[config.mk]
export PLATFORM = sky130hd
export DESIGN_NAME = stall_ctrl
export DESIGN_NICKNAME = d
export VERILOG_FILES = /design/src/rtl/pipe_ctrl_pkg.sv /design/src/rtl/stall_ctrl_sat_counter.sv /design/src/rtl/stall_ctrl.sv
export SDC_FILE = /design/constraint.sdc
export NUM_CORES = 1
export LEC_CHECK = 0
export BUFFER_PORTS_ARGS = -buffer_cell sky130_fd_sc_hd__buf_2
export CAP_MARGIN = 20
export CORE_MARGIN = 2
export CORE_UTILIZATION = 50
export DETAILED_ROUTE_END_ITERATION = 8
export PLACE_DENSITY_LB_ADDON = 0.12
export SKIP_CTS_REPAIR_TIMING = 1
export SLEW_MARGIN = 20
export SYNTH_ARGS = -nofsm -noshare
export SYNTH_HDL_FRONTEND = slang
export SYNTH_SLANG_ARGS = --single-unit
[constraint.sdc]
create_clock -name clk -period 3.6 [get_ports clk]
set_input_delay 0.72 -clock clk [delete_from_list [all_inputs] [get_ports clk]]
set_output_delay 0.72 -clock clk [all_outputs]
set_load 0.005 [all_outputs]
[src/rtl/pipe_ctrl_pkg.sv]
// Constants and state type shared by the pipeline control blocks (hazard_detect, stall_ctrl).
package pipe_ctrl_pkg;

    localparam logic [1:0] NOOP_NONE    = 2'b00;
    localparam logic [1:0] NOOP_ONE     = 2'b01;
    localparam logic [1:0] NOOP_TWO     = 2'b10;
    localparam logic [1:0] NOOP_ILLEGAL = 2'b11;

    typedef enum logic {
        RUN  = 1'b0,
        HOLD = 1'b1
    } stallState_e;

    // The illegal code is handled as a two-cycle request so the pipeline stays safe.
    function automatic logic [1:0] reqCycles(input logic [1:0] noOp);
        logic [1:0] cycles;
        case (noOp)
            NOOP_NONE: cycles = 2'd0;
            NOOP_ONE:  cycles = 2'd1;
            default:   cycles = 2'd2;
        endcase
        return cycles;
    endfunction

    function automatic logic [1:0] satDec(input logic [1:0] value);
        return (value == 2'd0) ? 2'd0 : value - 2'd1;
    endfunction

endpackage

[src/rtl/stall_ctrl_sat_counter.sv]
// Saturating up-counter with synchronous reset; holds at all-ones instead of wrapping.
module sat_counter #(
    parameter int W = 16
) (
    input  logic         clk,
    input  logic         reset,
    input  logic         inc,
    output logic [W-1:0] count
);

    always_ff @(posedge clk) begin
        if (reset) begin
            count <= '0;
        end else if (inc && (count != {W{1'b1}})) begin
            count <= count + {{(W-1){1'b0}}, 1'b1};
        end
    end

endmodule

[src/rtl/stall_ctrl.sv]
// Pipeline stall sequencer: turns hazard_detect NoOp codes into PC, IF/ID and ID/EX write controls.
module stall_ctrl
    import pipe_ctrl_pkg::*;
#(
    parameter int CNT_W = 16
) (
    input  logic             clk,
    input  logic             reset,
    input  logic [1:0]       NoOp,
    input  logic             BranchTaken,
    input  logic             MemHold,
    output logic             PCWrite,
    output logic             IFIDWrite,
    output logic             IFIDFlush,
    output logic             IDEXWrite,
    output logic             IDEXBubble,
    output logic             StallActive,
    output logic [CNT_W-1:0] StallCycles,
    output logic             IllegalReq
);

    stallState_e state, stateNext;
    logic [1:0]  rem, remNext;
    logic [1:0]  req;
    logic        stall;
    logic        illegalSeen;

    assign req   = reqCycles(NoOp);
    assign stall = (state == HOLD) || (req != 2'd0);

    always_ff @(posedge clk) begin
        if (reset) begin
            state       <= RUN;
            rem         <= 2'd0;
            illegalSeen <= 1'b0;
        end else begin
            state <= stateNext;
            rem   <= remNext;
            if (NoOp == NOOP_ILLEGAL) begin
                illegalSeen <= 1'b1;
            end
        end
    end

    // MemHold freezes everything; otherwise a stall bubbles ID/EX and overrides any branch flush.
    always_comb begin
        PCWrite     = 1'b1;
        IFIDWrite   = 1'b1;
        IFIDFlush   = 1'b0;
        IDEXWrite   = 1'b1;
        IDEXBubble  = 1'b0;
        StallActive = 1'b0;
        stateNext   = state;
        remNext     = rem;
        if (!reset) begin
            if (MemHold) begin
                PCWrite   = 1'b0;
                IFIDWrite = 1'b0;
                IDEXWrite = 1'b0;
            end else begin
                if (stall) begin
                    PCWrite     = 1'b0;
                    IFIDWrite   = 1'b0;
                    IDEXBubble  = 1'b1;
                    StallActive = 1'b1;
                end else begin
                    IFIDFlush = BranchTaken;
                end
                // Longest outstanding demand wins, so requests never shorten or stack.
                remNext   = (satDec(rem) > satDec(req)) ? satDec(rem) : satDec(req);
                stateNext = (remNext != 2'd0) ? HOLD : RUN;
            end
        end
    end

    sat_counter #(.W(CNT_W)) uStallCounter (
        .clk   (clk),
        .reset (reset),
        .inc   (StallActive),
        .count (StallCycles)
    );

    assign IllegalReq = illegalSeen;

endmodule

## After elaboration in Yosys (flattened, before gate mapping)

Cells that the tools add are included.

- Register bits: 20
- Latch bits: 0
- RAM bits: 0
- ROM bits: 0
- Input bits: 6
- Output and inout port bits: 23
- Logic and storage cells: 34
- Memories: 0

- Add/subtract/negate cells: 3
- Multipliers: 0
- Div/mod/pow operators: 0
- $lt $le $gt $ge: 1
- Equal/unequal tests: 3
- Shifts and indexed selects: 0
- Mux-type cells: 16
- Bitwise logic cells: 0
- Reduce and logical (&&, ||, !) cells: 7

Operators by type and width:

| operator | number |
|---|---|
| 16-bit by 1-bit adder with 16-bit output, second input constant | 1 |
| 16-bit inequality test, second input constant | 1 |
| 1-bit two-way mux | 12 |
| 2-bit zero test | 3 |
| 2-bit two-way mux | 3 |
| 2-bit case mux with 2 select lines | 1 |
| 2-bit nonzero test | 2 |
| 2-bit by 1-bit subtractor with 2-bit output, second input constant | 2 |
| 2-bit by 1-bit equality test with 1-bit output, second input constant | 1 |
| 2-bit equality test, second input constant | 1 |
| 2-bit greater-than comparator | 1 |
| 1-bit logical AND | 1 |
| 1-bit logical OR | 1 |

## Longest topological paths before layout

- Word-level depth: 8
- Gate-level depth with buffers: 6
- Mapped depth without buffers: 6

## Modules after synthesis

A second synthesis with hierarchy kept.

- Cell total of the unflattened synthesis: 128
- Area total of the unflattened synthesis: 1091.0 sq um

Modules (own cells, without submodules):

| module | times used | cells an instance | area an instance (sq um) | seq. area each (sq um) |
|---|---|---|---|---|
| sat_counter | 1 | 99 | 848.3 | 320.3 |
| stall_ctrl | 1 | 29 | 242.7 | 80.1 |

## Least setup slack after synthesis

Ideal clock, no wire load.

- Path kind: input to output
- From: in NoOp[0]
- To: out StallActive
- Arrival: 1.608 ns
- Data required time: 2.880 ns
- Slack: 1.272 ns
- Stages: 4
- Buffers on the path: 1
- Path through: or3_1 > nand2_1 > inv_1 > buf_4

- Cells in the longest elaborated chain, start to end: 7
- Elaborated cells between the ends (all ways): 8
- Those cells by class: 1 x eq/ne; 4 x mux; 3 x reduce/logical

RTL lines:

| element | line | source |
|---|---|---|
| start: declaration | stall_ctrl.sv:9 | `input logic [1:0] NoOp,` |
| 2-bit by 1-bit equality test with 1-bit output / 2-bit zero test (equally long branches) | pipe_ctrl_pkg.sv:17 | `case (noOp)` |
| 2-bit case mux with 2 select lines (*) | pipe_ctrl_pkg.sv:17 |  |
| 2-bit nonzero test (*) | stall_ctrl.sv:29 | `assign stall = (state == HOLD) \|\| (req != 2'd0);` |
| 1-bit logical OR (*) | stall_ctrl.sv:29 |  |
| 1-bit two-way mux (*) (3 in series) | - |  |
| end: declaration | stall_ctrl.sv:17 | `output logic StallActive,` |

Every way passes the cells marked *; elsewhere a longest branch is shown, timed or not.

## Worst setup path after layout

- From: in NoOp[0]
- To: out IDEXBubble

- Cells in the longest elaborated chain, start to end: 7
- Elaborated cells between the ends (all ways): 8
- Those cells by class: 1 x eq/ne; 4 x mux; 3 x reduce/logical

RTL lines:

| element | line | source |
|---|---|---|
| 2-bit by 1-bit equality test with 1-bit output / 2-bit zero test (equally long branches) | pipe_ctrl_pkg.sv:17 |  |
| 2-bit case mux with 2 select lines (*) | pipe_ctrl_pkg.sv:17 |  |
| 2-bit nonzero test (*) | stall_ctrl.sv:29 |  |
| 1-bit logical OR (*) | stall_ctrl.sv:29 |  |
| 1-bit two-way mux (*) | stall_ctrl.sv:61 | `if (stall) begin` |
| 1-bit two-way mux (*) | stall_ctrl.sv:56 | `if (MemHold) begin` |
| 1-bit two-way mux (*) | stall_ctrl.sv:55 | `if (!reset) begin` |
| end: declaration | stall_ctrl.sv:16 | `output logic IDEXBubble,` |

Marked as above.

==> summary.txt <==
Flow run
  • Max-Cap Viols: 0

Setup path
  • Worst Path Arrival: roughly 1.8 ns
  • R2R setup slack: approximately 1.8 ns
  • Critical path endpoint category: output pin
  • R2r endpoint: uStallCounter.count[10]
  • Worst-path fanout max: 10
  • Reg2Reg Depth: 5
  • Type of origin of the critical path: input port
  • Reg-to-Reg Start: uStallCounter.count[0]
  • Crit path from: NoOp[0]
  • Setup Crit Path Kind: in2out
  • Crit path required time: 2.88 ns
  • Worst setup path end: IDEXBubble

Synth
  • Top post-synthesis cells by area: dfxtp_1 (35%), a21oi_1 (5.7%), nor4_4 (3.7%)
  • Yosys cell types: 48
  • Ys flop type: dfxtp_1
  • Post-synth top area share: about a third
  • EDFF count, synth: 0
  • Synthesized flop and latch total: 20
  • Post-synthesis area per instance: 8.836 um^2
  • Synthesized area: between 0.001 and 0.0015 mm^2
  • Sequential-to-total area share from yosys stat: 35.13%
  • Synthesized instance count: approximately 130
  • Synth area leader: dfxtp_1
  • YS warnings: 0
  • Syn_nets: around 140
  • Async SR Flop Fraction: 0%

GRT
  • Vias in the first global route: between 900 and 1000
  • Largest net degree at the start of global routing: 19
  • Initial antenna violation count: 0
  • Gr usage total: between 10% and 20%
  • Gr ovfl total: 0
  • First-pass GRT wire length: between 4000 and 5000 um

STA
  • # setup viols final: 0
  • Post-route setup TNS: 0 ns
  • Worst Clk Skew: about 0.0045 ns
  • Final Hold Fails: 0
  • Final Critical Period: 2.543 ns
  • Least-Margin Pin Slew: around 0.52 ns
  • Fmax: approximately 390 MHz
  • Crit share post-route: between 70 and 80%
  • RSZ-0062 raised after global routing: no
  • Max-slew violation count: 0
  • Slew headroom: 65.32%

Placed design
  • DP HPWL: 1830 um
  • RD Place Congestion: ~0.76
  • Placement Cell Area: 0.001276 mm^2
  • PortBufs: 28

Finish
  • Most frequent cells in the layout: buf_2 (28), dfxtp_1 (20), a21oi_1 (13)
  • Multi-input logic area: 685.7 um^2
  • Share of cells above drive strength 1: 26.62%
  • Fillers: 211
  • Antenna Cells: 0
  • Area occupied by registers: about 400 um^2
  • Layout area overhead: 13.94%
  • Design area: 0.001299 mm^2
  • Commonest non-fill, non-tap cell in the layout: buf_2
  • Nets: around 160

Clock tree
  • CTS Buf Count: 3
  • Clk_lat worst skew: around 0.29 ns
  • CTS tree: built
  • Maximum clock path buffer count: 2
  • Worst-path clk slew: ~0.11 ns
  • Clock sink count: 20
  • H-tree depth: 1
  • Root Driver: clkbuf_4

Floorplan
  • Core area: between 0.002 and 0.0025 mm^2
  • Die area: ~0.0027 mm^2
  • Initial core utilization: a little over half
  • DIE WIDTH: slightly above 50 um
  • Die Ht: a little over 50 um
  • Boundary pin count: 29
  • Site Rows: 17

Detailed routing
  • Routed Antenna Nets: 0
  • Initial DRC count: 21
  • Routed WL: between 2000 and 2500 um
  • Via density per instance: 5.989
  • Post-route DRC: 0
  • WL/cell: roughly 14 um
  • Via count: approximately 1100
  • Pre-antenna DRT Iters: 4

Power
  • P_leak: just under 0.6 nW
  • Peak VDD IR: 0.2207 mV
  • PD cells: 281.6 mW/mm^2
  • Post-layout power: around 370 uW

Outcome
  • Status: complete, no violations

Hold path
  • Worst Hold Class: reg2reg
## per-layer routing
layer  up-vias  GRT usage, %  routed length, um
met1       517         24.28               1121
met2        23         34.19               1271
met4         0         7.456                 14
li1        548             -                  -
met5         -             0                  0
met3         2         2.874                 88
## report_power, final
| group | switching, mW | internal (mW) | total [mW] |
|---|---|---|---|
| Combinational | 0.0196 | 0.0134 | 0.0330 |
| Sequential | 0.00336 | 0.225 | 0.229 |
| Clock | 0.0652 | 0.0389 | 0.104 |
## cell type report
type | count | share of cell area (%)
inverter | 4 | 1.156
tap | 28 | 2.697
clock buffer | 3 | 1.734
multi-input combinational | 99 | 52.79
sequential | 20 | 30.83
timing repair buffer | 28 | 10.79
## synth_stat cells (3+ instances only)
cell type	instances
o21ai_0	8
or3_1	4
a21oi_1	13
nor2_1	6
nand2_1	10
dfxtp_1	20
nor3_1	5
inv_1	3
nand3_1	5
and3_1	3
o311ai_0	3
## worst max-delay path, cell delays in order
cell	delay [ns]
buf_2	0.11
or3_1	0.40
nand2_1	0.27
inv_1	0.16
buf_2	0.16
## cells by family after synthesis
family          after synthesis  share of synthesized area [%]
compound gates               42                          24.15
fa+ha+maj                     2                          2.195
buf+inv                      10                          4.718
flops                        20                          35.13
mux                           1                          1.317
simple gates                 54                          32.49
## how the worst min path moves through the flow
stage | startpoint | to | slack, ns | cells after the start
floorplan | IllegalReq | IllegalReq | 0.46 | 2
global placement | IllegalReq | IllegalReq | 0.45 | 2
detailed placement | IllegalReq | IllegalReq | 0.45 | 2
CTS | IllegalReq | IllegalReq | 0.48 | 2
global route | IllegalReq | IllegalReq | 0.55 | 2
finish | IllegalReq | IllegalReq | 0.48 | 2
## registers in the layout, indices dropped and copies added (netlist names)
signal,flops
uStallCounter.count,16
rem,2
IllegalReq,1
state,1
## through the flow
step | std cells | hold slack [ns] | setup slack [ns] | utilization, %
2_1_floorplan | 129 | 0.4604 | 1.272 | -
4_1_cts | 182 | 0.4789 | 1.070 | 59.28
3_3_place_gp | 179 | 0.4520 | 1.099 | 58.25
3_5_place_dp | 179 | 0.4525 | 1.067 | 58.25
5_1_grt | 182 | 0.5469 | 0.9688 | 59.28
6_report | 182 | 0.4771 | 1.057 | 59.28
Note: power is estimated with default switching activity, not from simulation.
